### config.mk
export PLATFORM = sky130hd
export DESIGN_NAME = triangle_setup_fifo
export DESIGN_NICKNAME = d
export VERILOG_FILES = /design/src/rtl/graphics_pkg.sv /design/src/rtl/sync_fifo.sv /design/src/rtl/triangle_setup_fifo.sv
export SDC_FILE = /design/constraint.sdc
export NUM_CORES = 2
export LEC_CHECK = 0
export ABC_AREA = 1
export BUFFER_PORTS_ARGS = -buffer_cell sky130_fd_sc_hd__buf_2
export CAP_MARGIN = 20
export CORE_UTILIZATION = 56
export CTS_CLUSTER_SIZE = 30
export DETAILED_ROUTE_END_ITERATION = 16
export PLACE_DENSITY = 0.76
export SYNTH_ARGS = -nofsm -noshare
export SYNTH_HDL_FRONTEND = slang
export SYNTH_SLANG_ARGS = --single-unit
### constraint.sdc
create_clock -name clk -period 18.4 [get_ports clk]
set_input_delay 3.68 -clock clk [delete_from_list [all_inputs] [get_ports clk]]
set_output_delay 3.68 -clock clk [all_outputs]
set_load 0.03 [all_outputs]
### src/rtl/graphics_pkg.sv
// Shared types and screen constants for the triangle setup path.
package graphics_pkg;

  localparam int SCREEN_HALF_W = 160;
  localparam int SCREEN_HALF_H = 120;

  typedef struct packed {
    logic        [15:0] color;
    logic signed [15:0] p1x;
    logic signed [15:0] p1y;
    logic signed [15:0] p2x;
    logic signed [15:0] p2y;
    logic signed [15:0] p3x;
    logic signed [15:0] p3y;
    logic        [15:0] depth;
  } triangle_t;

  typedef struct packed {
    logic signed [15:0] xmin;
    logic signed [15:0] xmax;
    logic signed [15:0] ymin;
    logic signed [15:0] ymax;
  } bbox_t;

  typedef struct packed {
    triangle_t triangle;
    bbox_t     bbox;
  } entry_t;

  function automatic logic signed [15:0] min3(input logic signed [15:0] a,
                                              input logic signed [15:0] b,
                                              input logic signed [15:0] c);
    logic signed [15:0] m;
    m = (a < b) ? a : b;
    return (c < m) ? c : m;
  endfunction

  function automatic logic signed [15:0] max3(input logic signed [15:0] a,
                                              input logic signed [15:0] b,
                                              input logic signed [15:0] c);
    logic signed [15:0] m;
    m = (a > b) ? a : b;
    return (c > m) ? c : m;
  endfunction

endpackage

### src/rtl/sync_fifo.sv
// Single-clock show-ahead FIFO; read data is forced to zero while empty.
module sync_fifo #(
  parameter int unsigned WIDTH = 192,
  parameter int unsigned DEPTH = 16
) (
  input  logic             clk,
  input  logic             rst,
  input  logic             push_i,
  input  logic [WIDTH-1:0] wdata_i,
  input  logic             pop_i,
  output logic [WIDTH-1:0] rdata_o,
  output logic             full_o,
  output logic             empty_o,
  output logic [$clog2(DEPTH):0] count_o
);

  localparam int unsigned AW = $clog2(DEPTH);
  localparam int unsigned CW = AW + 1;

  logic [WIDTH-1:0] mem_q [DEPTH];
  logic [AW-1:0]    wptr_q, wptr_d, rptr_q, rptr_d;
  logic [CW-1:0]    count_q, count_d;
  logic             full_q, full_d, empty_q, empty_d;
  logic             do_push, do_pop;

  // A push into a full FIFO is only legal when the head leaves the same cycle.
  assign do_pop  = pop_i && !empty_q;
  assign do_push = push_i && (!full_q || do_pop);

  always_comb begin
    wptr_d  = wptr_q;
    rptr_d  = rptr_q;
    count_d = count_q;
    if (do_push) wptr_d = AW'(wptr_q + AW'(1));
    if (do_pop)  rptr_d = AW'(rptr_q + AW'(1));
    case ({do_push, do_pop})
      2'b10:   count_d = CW'(count_q + CW'(1));
      2'b01:   count_d = CW'(count_q - CW'(1));
      default: count_d = count_q;
    endcase
    empty_d = (count_d == '0);
    full_d  = (count_d == CW'(DEPTH));
  end

  always_ff @(posedge clk or negedge rst) begin
    if (!rst) begin
      wptr_q  <= '0;
      rptr_q  <= '0;
      count_q <= '0;
      full_q  <= 1'b0;
      empty_q <= 1'b1;
    end else begin
      wptr_q  <= wptr_d;
      rptr_q  <= rptr_d;
      count_q <= count_d;
      full_q  <= full_d;
      empty_q <= empty_d;
    end
  end

  always_ff @(posedge clk) begin
    if (do_push) mem_q[wptr_q] <= wdata_i;
  end

  assign rdata_o = empty_q ? '0 : mem_q[rptr_q];
  assign full_o  = full_q;
  assign empty_o = empty_q;
  assign count_o = count_q;

endmodule

### src/rtl/triangle_setup_fifo.sv
// Captures projected triangles, culls off-screen ones, computes a clamped
// bounding box and queues {triangle, bbox} for the rasterizer.
module triangle_setup_fifo
  import graphics_pkg::*;
#(
  parameter int          HALF_W = SCREEN_HALF_W,
  parameter int          HALF_H = SCREEN_HALF_H,
  parameter int unsigned DEPTH  = 16
) (
  input  logic        clk,
  input  logic        rst,
  input  triangle_t   triangle_in,
  input  logic        new_triangle_in,
  input  logic        done_in,
  output triangle_t   out_triangle,
  output bbox_t       out_bbox,
  output logic        out_valid,
  input  logic        out_ready,
  output logic        done_out,
  output logic [15:0] culled_count,
  output logic [15:0] dropped_count
);

  localparam int unsigned CW     = $clog2(DEPTH) + 1;
  localparam int unsigned FIFO_W = $bits(entry_t);
  localparam logic signed [15:0] X_LO = 16'(-HALF_W);
  localparam logic signed [15:0] X_HI = 16'(HALF_W - 1);
  localparam logic signed [15:0] Y_LO = 16'(-HALF_H);
  localparam logic signed [15:0] Y_HI = 16'(HALF_H - 1);

  triangle_t   cap_q, cap_d;
  logic        cap_valid_q, cap_valid_d;
  logic        done_pending_q, done_pending_d;
  logic        done_q, done_d;
  logic [15:0] culled_q, culled_d, dropped_q, dropped_d;

  logic signed [15:0] xmin_c, xmax_c, ymin_c, ymax_c;
  logic               cull_c, pop_c, push_c, done_fire_c;
  bbox_t              bbox_c;
  entry_t             wentry_c, head_c;
  logic [FIFO_W-1:0]  fifo_rdata;
  logic               fifo_full, fifo_empty;
  logic [CW-1:0]      fifo_count;

  // Bounding box and cull decision from the capture register.
  always_comb begin
    xmin_c = min3(cap_q.p1x, cap_q.p2x, cap_q.p3x);
    xmax_c = max3(cap_q.p1x, cap_q.p2x, cap_q.p3x);
    ymin_c = min3(cap_q.p1y, cap_q.p2y, cap_q.p3y);
    ymax_c = max3(cap_q.p1y, cap_q.p2y, cap_q.p3y);
    cull_c = (xmax_c < X_LO) || (xmin_c > X_HI) ||
             (ymax_c < Y_LO) || (ymin_c > Y_HI);
    bbox_c.xmin = (xmin_c < X_LO) ? X_LO : xmin_c;
    bbox_c.xmax = (xmax_c > X_HI) ? X_HI : xmax_c;
    bbox_c.ymin = (ymin_c < Y_LO) ? Y_LO : ymin_c;
    bbox_c.ymax = (ymax_c > Y_HI) ? Y_HI : ymax_c;
    wentry_c.triangle = cap_q;
    wentry_c.bbox     = bbox_c;
  end

  assign pop_c       = !fifo_empty && out_ready;
  assign push_c      = cap_valid_q && !cull_c && (!fifo_full || pop_c);
  assign done_fire_c = done_pending_q && !cap_valid_q && !new_triangle_in &&
                       (fifo_count == '0);

  always_comb begin
    cap_d          = cap_q;
    cap_valid_d    = new_triangle_in;
    culled_d       = culled_q;
    dropped_d      = dropped_q;
    done_d         = done_fire_c;
    done_pending_d = done_in || (done_pending_q && !done_fire_c);
    if (new_triangle_in) cap_d = triangle_in;
    if (cap_valid_q && cull_c && (culled_q != 16'hFFFF))
      culled_d = 16'(culled_q + 16'd1);
    if (cap_valid_q && !cull_c && fifo_full && !pop_c && (dropped_q != 16'hFFFF))
      dropped_d = 16'(dropped_q + 16'd1);
  end

  always_ff @(posedge clk or negedge rst) begin
    if (!rst) begin
      cap_q          <= '0;
      cap_valid_q    <= 1'b0;
      done_pending_q <= 1'b0;
      done_q         <= 1'b0;
      culled_q       <= '0;
      dropped_q      <= '0;
    end else begin
      cap_q          <= cap_d;
      cap_valid_q    <= cap_valid_d;
      done_pending_q <= done_pending_d;
      done_q         <= done_d;
      culled_q       <= culled_d;
      dropped_q      <= dropped_d;
    end
  end

  sync_fifo #(
    .WIDTH (FIFO_W),
    .DEPTH (DEPTH)
  ) u_fifo (
    .clk     (clk),
    .rst     (rst),
    .push_i  (push_c),
    .wdata_i (wentry_c),
    .pop_i   (pop_c),
    .rdata_o (fifo_rdata),
    .full_o  (fifo_full),
    .empty_o (fifo_empty),
    .count_o (fifo_count)
  );

  assign head_c        = entry_t'(fifo_rdata);
  assign out_triangle  = head_c.triangle;
  assign out_bbox      = head_c.bbox;
  assign out_valid     = !fifo_empty;
  assign done_out      = done_q;
  assign culled_count  = culled_q;
  assign dropped_count = dropped_q;

endmodule

# After elaboration in Yosys (flattened, before gate mapping)
# Memory sizes are Yosys's and may differ from the RTL's.
# Cells that the tools add are included.
[word_totals]
regBits = 178
mem_bits_rw = 3072
inputBits = 133
out_inout_bits = 226
elab_cells = 91
mem_count = 1
[memory_table]
columns = ["memory", "depth", "word_bits", "rd", "rd_clocked_by_memory_dff", "wr", "line", "text"]
rows = [
  ["u_fifo.mem_q", 16, 192, 1, 0, 1, "sync_fifo.sv:20", "logic [WIDTH-1:0] mem_q [DEPTH];"],
]
[op_classes]
add_sub_neg = 6
n_lt_le_gt_ge = 16
eq_ne = 5
muxes = 16
n_reduce_logical = 29
[op_table]
columns = ["cell", "n"]
rows = [
  ["16-bit two-way mux", 12],
  ["192-bit two-way mux", 1],
  ["16-bit > comparator", 4],
  ["16-bit < comparator", 4],
  ["16-bit by 1-bit adder with 16-bit output (second input constant)", 2],
  ["16-bit by 8-bit > comparator with 1-bit output (second input constant)", 2],
  ["16-bit by 9-bit > comparator with 1-bit output (second input constant)", 2],
  ["16-bit by 8-bit < comparator with 1-bit output (second input constant)", 2],
  ["16-bit by 9-bit < comparator with 1-bit output (second input constant)", 2],
  ["16-bit inequality test (second input constant)", 2],
  ["1-bit logical AND", 14],
  ["5-bit zero test", 2],
  ["5-bit case mux with 2 select lines", 1],
  ["4-bit by 1-bit adder with 4-bit output (second input constant)", 2],
  ["1-bit zero test", 7],
  ["1-bit logical OR", 6],
  ["5-bit by 1-bit adder with 5-bit output (second input constant)", 1],
  ["5-bit == test (second input constant)", 1],
  ["5-bit by 1-bit subtractor with 5-bit output (second input constant)", 1],
  ["2-bit by 1-bit == test with 1-bit output (second input constant)", 1],
  ["2-bit == test (second input constant)", 1],
  ["1-bit two-way mux", 2],
]

# Logic depth before layout (Yosys ltp)
[logic_depth]
depth_word = 15
ltp_mapped = 51

# Modules after synthesis
# A second synthesis with hierarchy kept.
[hier_totals]
hier_cells = 10488
hier_area_um2 = 132375.7
[by_module_without_submodules]
columns = ["mod", "n_inst", "cells_each", "area_per_inst_um2"]
rows = [
  ["sync_fifo", 1, 9045, 121222.5],
  ["triangle_setup_fifo", 1, 1443, 11153.2],
]

# Worst setup path after synthesis
# Ideal clock, no wire load.
[synth_timing]
path_kind = "reg2reg"
start = "register cap_q[79] (netlist bit)"
end = "memory u_fifo.mem_q[11][0] (enable)"
setup_ns = 0.980
arrival_ns = 17.755
required_ns = 17.420
slack_ns = -0.335
stages_incl_launch_ff = 35
n_path_buf = 4
period_less_slack_ns = 18.735
path_cell_list = "dfrtp_1 -> inv_1 -> ha_1 -> a21oi_1 -> o21ai_1 -> a21oi_1 -> nand2_1 -> nand2_1 -> nand2_2 -> a31o_4 -> buf_6 -> clkbuf_1 -> o21ai_0 -> ha_1 -> nand2_1 -> inv_1 -> a221oi_1 -> nor2_1 -> o21ai_0 -> nand2_1 -> o21ai_0 -> nand2_1 -> inv_1 -> clkbuf_1 -> nand2_1 -> o21ai_0 -> nand3b_1 -> o31ai_1 -> nand2_1 -> clkinv_1 -> nand3_4 -> nor2_8 -> nand2_4 -> buf_6 -> nor3_1"
[synth_via]
elab_chain_cells = 14
elab_cells_between_ends = 19
classes_between = "6 x order compare; 6 x mux; 7 x reduce/logical"
[synth_lines]
columns = ["item", "line", "text"]
rows = [
  ["from (decl)", "triangle_setup_fifo.sv:31", "triangle_t cap_q, cap_d;"],
  ["from (signal assigned)", "triangle_setup_fifo.sv:89", "cap_q <= cap_d;"],
  ["16-bit > comparator or 16-bit < comparator (tied branches)", "graphics_pkg.sv:42, graphics_pkg.sv:34", ""],
  ["16-bit two-way mux (on tied branches)", "graphics_pkg.sv:42, graphics_pkg.sv:34", ""],
  ["16-bit > comparator or 16-bit < comparator (tied branches)", "graphics_pkg.sv:43, graphics_pkg.sv:35", ""],
  ["16-bit two-way mux (on tied branches)", "graphics_pkg.sv:43, graphics_pkg.sv:35", ""],
  ["16-bit by 9-bit < comparator with 1-bit output or 16-bit by 9-bit > comparator with 1-bit output (tied branches)", "triangle_setup_fifo.sv:51", "cull_c = (xmax_c < X_LO) || (xmin_c > X_HI) ||"],
  ["1-bit logical OR (*) (2 in series)", "triangle_setup_fifo.sv:51", ""],
  ["1-bit logical OR (*)", "triangle_setup_fifo.sv:52", "(ymax_c < Y_LO) || (ymin_c > Y_HI);"],
  ["1-bit zero test (*)", "triangle_setup_fifo.sv:62", "assign push_c = cap_valid_q && !cull_c && (!fifo_full || pop_c);"],
  ["1-bit logical AND (*) (2 in series)", "triangle_setup_fifo.sv:62", ""],
  ["1-bit logical AND (*)", "sync_fifo.sv:28", "assign do_push = push_i && (!full_q || do_pop);"],
  ["1-bit two-way mux (*)", "sync_fifo.sv:62", "if (do_push) mem_q[wptr_q] <= wdata_i;"],
  ["1-bit two-way mux (implied by the code) (*)", "sync_fifo.sv:62", ""],
  ["to (decl)", "sync_fifo.sv:20", ""],
]
# Mark *: on every way between the ends. The rest lies on a longest branch, timed or not.

==> key figures <==
Final layout
  • Commonest cells after routing, fill and taps aside: edfxtp_1, o21ai_0, nor2_1
  • Most common cell after layout, fill and taps aside: edfxtp_1
  • Fillers: 16.2k
  • Post-layout net count: 10.1k
  • Area grow syn2layout: 11.9%
  • Finished Cell Area: about 150000 µm²
  • Final Core Density: 63.2%
  • Share of cells above drive strength 1: 11.2%

STA
  • Final Worst Setup Slack: approximately 7 ns
  • RSZ-0062 raised after global routing: false
  • F_max: about 0.088 GHz
  • Fin. Hold Viols: 0
  • Final setup violation count: 0
  • Hold WS: 0.479 ns
  • Rel. slew slack: -1.45%
  • Fin. max-slew vios: 51
  • Clock Skews: 0.110 ns
  • Tcrit/Tclk final: about 62%
  • Clock period minus worst slack: about 11 ns
  • Worst slew pin tran: 1.52 ns

Clocking
  • Clock-pin slew on the worst setup and hold paths: around 0.060 ns
  • Clk sinks: 3250
  • CTS resizes: 0
  • Clock Latency Late Sink: 1.02 ns
  • Clk buf depth: 4
  • Root Buffer: clkbuf_16
  • Num CTS Buffers: 335
  • Cts hold-fix bufs: 0
  • CTS tree: done
  • Post-CTS setup buffers: 0
  • H-tree depth: 5

Yosys
  • Top_reg_cell synth: edfxtp_1
  • Synth async-reset ratio: 5.48%
  • Post-synthesis sequential area ratio: 74.4%
  • Post-synth EDFFs: 3072
  • Simple-Gate Fraction of Synth Area: around 7.3%
  • Largest family of logic cells by synthesized area: compound AO/OA/AOI/OAI gates
  • Yosys cell types: 51
  • Synthesized flop and latch total: 3250
  • Synth Area per Inst: about 13 µm²
  • Area share of fa/ha/maj cells after synthesis: 1.05%
  • Syn_nets: about 10k
  • Netlist Area Pre-Place: between 100000 and 150000 µm²
  • Warnings, synthesis: 0
  • Compound-Gate Fraction of Synth Area: 13.8%
  • Cell count after synthesis: between 9k and 10k
  • Post-synthesis mux area share: less than 1%
  • Post-synthesis xor/xnor area fraction: 0.243%

Global route
  • Vias in the first global route: 84.3k
  • Initial antenna violation count: 32
  • GRT Resource Usage Total: about a third
  • GR Overflow Total: 0
  • First-pass GRT wire length: 555 mm
  • Largest net degree at the start of global routing: approximately 280

Drt
  • DR vias/cell: between 6 and 7
  • Drt total wl: approximately 380 mm
  • Initial drt markers: 13.1k
  • Routed vias: 87.9k
  • Length of the first detailed-routing pass in iterations: 8
  • Residual DRC: 0
  • Routed Antenna Nets: 0
  • Routed len/inst: about 29 µm

Worst hold path
  • Worst Hold End: done_out
  • Cell depth of the worst hold path: 1
  • Worst Hold Class: reg -> reg
  • Worst hold start: u_fifo.count_o[4]

Place
  • DP Worst Slack: a little under 8 ns
  • Post-DP HPWL: roughly 210 mm
  • Placer congestion estimate: 0.918
  • DP Area: 134000 µm²
  • Port bufs: approximately 360

Setup path
  • Max FO, Critical Path: 109
  • FF-to-FF End: u_fifo.mem_q[5][73]
  • Worst R2R Start: cap_q[63]
  • Crit path capture type: primary output
  • Worst path most repeated cell: buf_4
  • Max incr delay on CP: 0.99 ns
  • Critical Path AT: roughly 7.7 ns
  • Reg2reg path depth: 31
  • R2R Setup Slk: approximately 7.9 ns
  • Slowest cell on crit path: buf_4
  • Crit path cell chain: buf_4 -> buf_4 -> buf_4 -> buf_4 -> buf_16 -> buf_4 -> o21ai_0 -> o22ai_1 -> o211ai_1 -> a21oi_1 -> buf_2
  • Startpoint types: flop
  • Crit-path leading delay family: buffers and inverters
  • Req. time, crit path: ~15 ns
  • CP Buf/Inv Count: 7
  • WS Path Type: reg -> out

Run status
  • Status: finished with violations
  • Failing checks: max-slew violations

Pwr
  • Static Leakage: 47.9 nW
  • Worst IR drop on VDD: 151 µV
  • Power, Total: 24.8 mW
  • Power density cells: between 150 and 200 nW/µm²

Die
  • Chip Width: 484 µm
  • Chip Height: 484 µm
  • Core ar.: ~230000 µm²
  • Die area: 234000 µm²
  • Row count: 176
  • I/O pins: 359
  • Initial Util: 56.4%

Job
  • MaxCap Viol Count: 0
-- metrics by stage --
stage / std cells / setup TNS (ns)
detailed placement: 12568 / 0
CTS: 13157 / 0
floorplan: 9735 / -1026.18
global route: 13183 / 0
global placement: 12567 / 0
finish: 13189 / 0
-- registers in the layout, summed over array words and instances (netlist names) --
register        cells
u_fifo.mem_q     3072
cap_q             128
culled_count       16
dropped_count      16
u_fifo.count_o      5
u_fifo.rptr_q       4
u_fifo.wptr_q       4
cap_valid_q         1
done_out            1
done_pending_q      1
u_fifo.empty_o      1
u_fifo.full_o       1
-- synth_stat cells, types with 177 or more instances --
master / number / share of area, %
dfrtp_1: 177 / 3.4
clkbuf_1: 677 / 2.0
inv_1: 184 / 0.53
edfxtp_1: 3072 / 71
o22ai_1: 243 / 1.2
a21oi_1: 237 / 0.91
o21ai_0: 1713 / 6.6
o211ai_1: 244 / 1.4
nor2_1: 1608 / 4.6
nand3_1: 218 / 0.84
nand2_1: 444 / 1.3
o221ai_1: 526 / 3.5
-- logic make-up after synthesis --
logic type	after synthesis
XOR/XNOR	36
adder cells (fa/ha/maj)	108
AND/OR/NAND/NOR	2381
AO/OA/AOI/OAI	2999
buffers and inverters	906
multiplexers	55
flip-flops	3250
-- power by group --
part	internal, mW	switching (mW)
registers	8.76	0.243
clock network	3.86	2.79
logic	2.21	6.99
total	14.8	10.0
-- routing by layer --
layer | vias up | track usage [%] | wire [µm]
li1 | 37224 | - | -
met4 | 34 | 17.9 | 22500
met3 | 942 | 7.03 | 46100
met1 | 43494 | 43.6 | 140000
met5 | - | 0 | 207
met2 | 6234 | 48.2 | 173000
-- final cells by class --
cell class	instances	area, µm²	share of cell area [%]
inverters	192	756	0.519
flip-flops and latches	3250	96700	66.5
well taps	3026	3790	2.60
repair buffers	541	3670	2.52
clock buffers	406	8860	6.09
clock inverters	183	1750	1.20
diodes	12	30.0	0.0206
multi-input cells	5579	29900	20.6
-- worst max-delay path by stage --
stage,start,endpoint,cells past startpoint
2_1_floorplan,cap_q[79],u_fifo.mem_q[11][0],34
3_3_place_gp,u_fifo.rptr_q[0],out_triangle[3],10
3_5_place_dp,u_fifo.rptr_q[0],out_triangle[3],10
4_1_cts,u_fifo.rptr_q[0],out_triangle[3],10
5_1_grt,u_fifo.rptr_q[0],out_triangle[3],11
6_report,u_fifo.rptr_q[0],out_triangle[53],11
No activity file was read; power rests on OpenSTA's default activity.
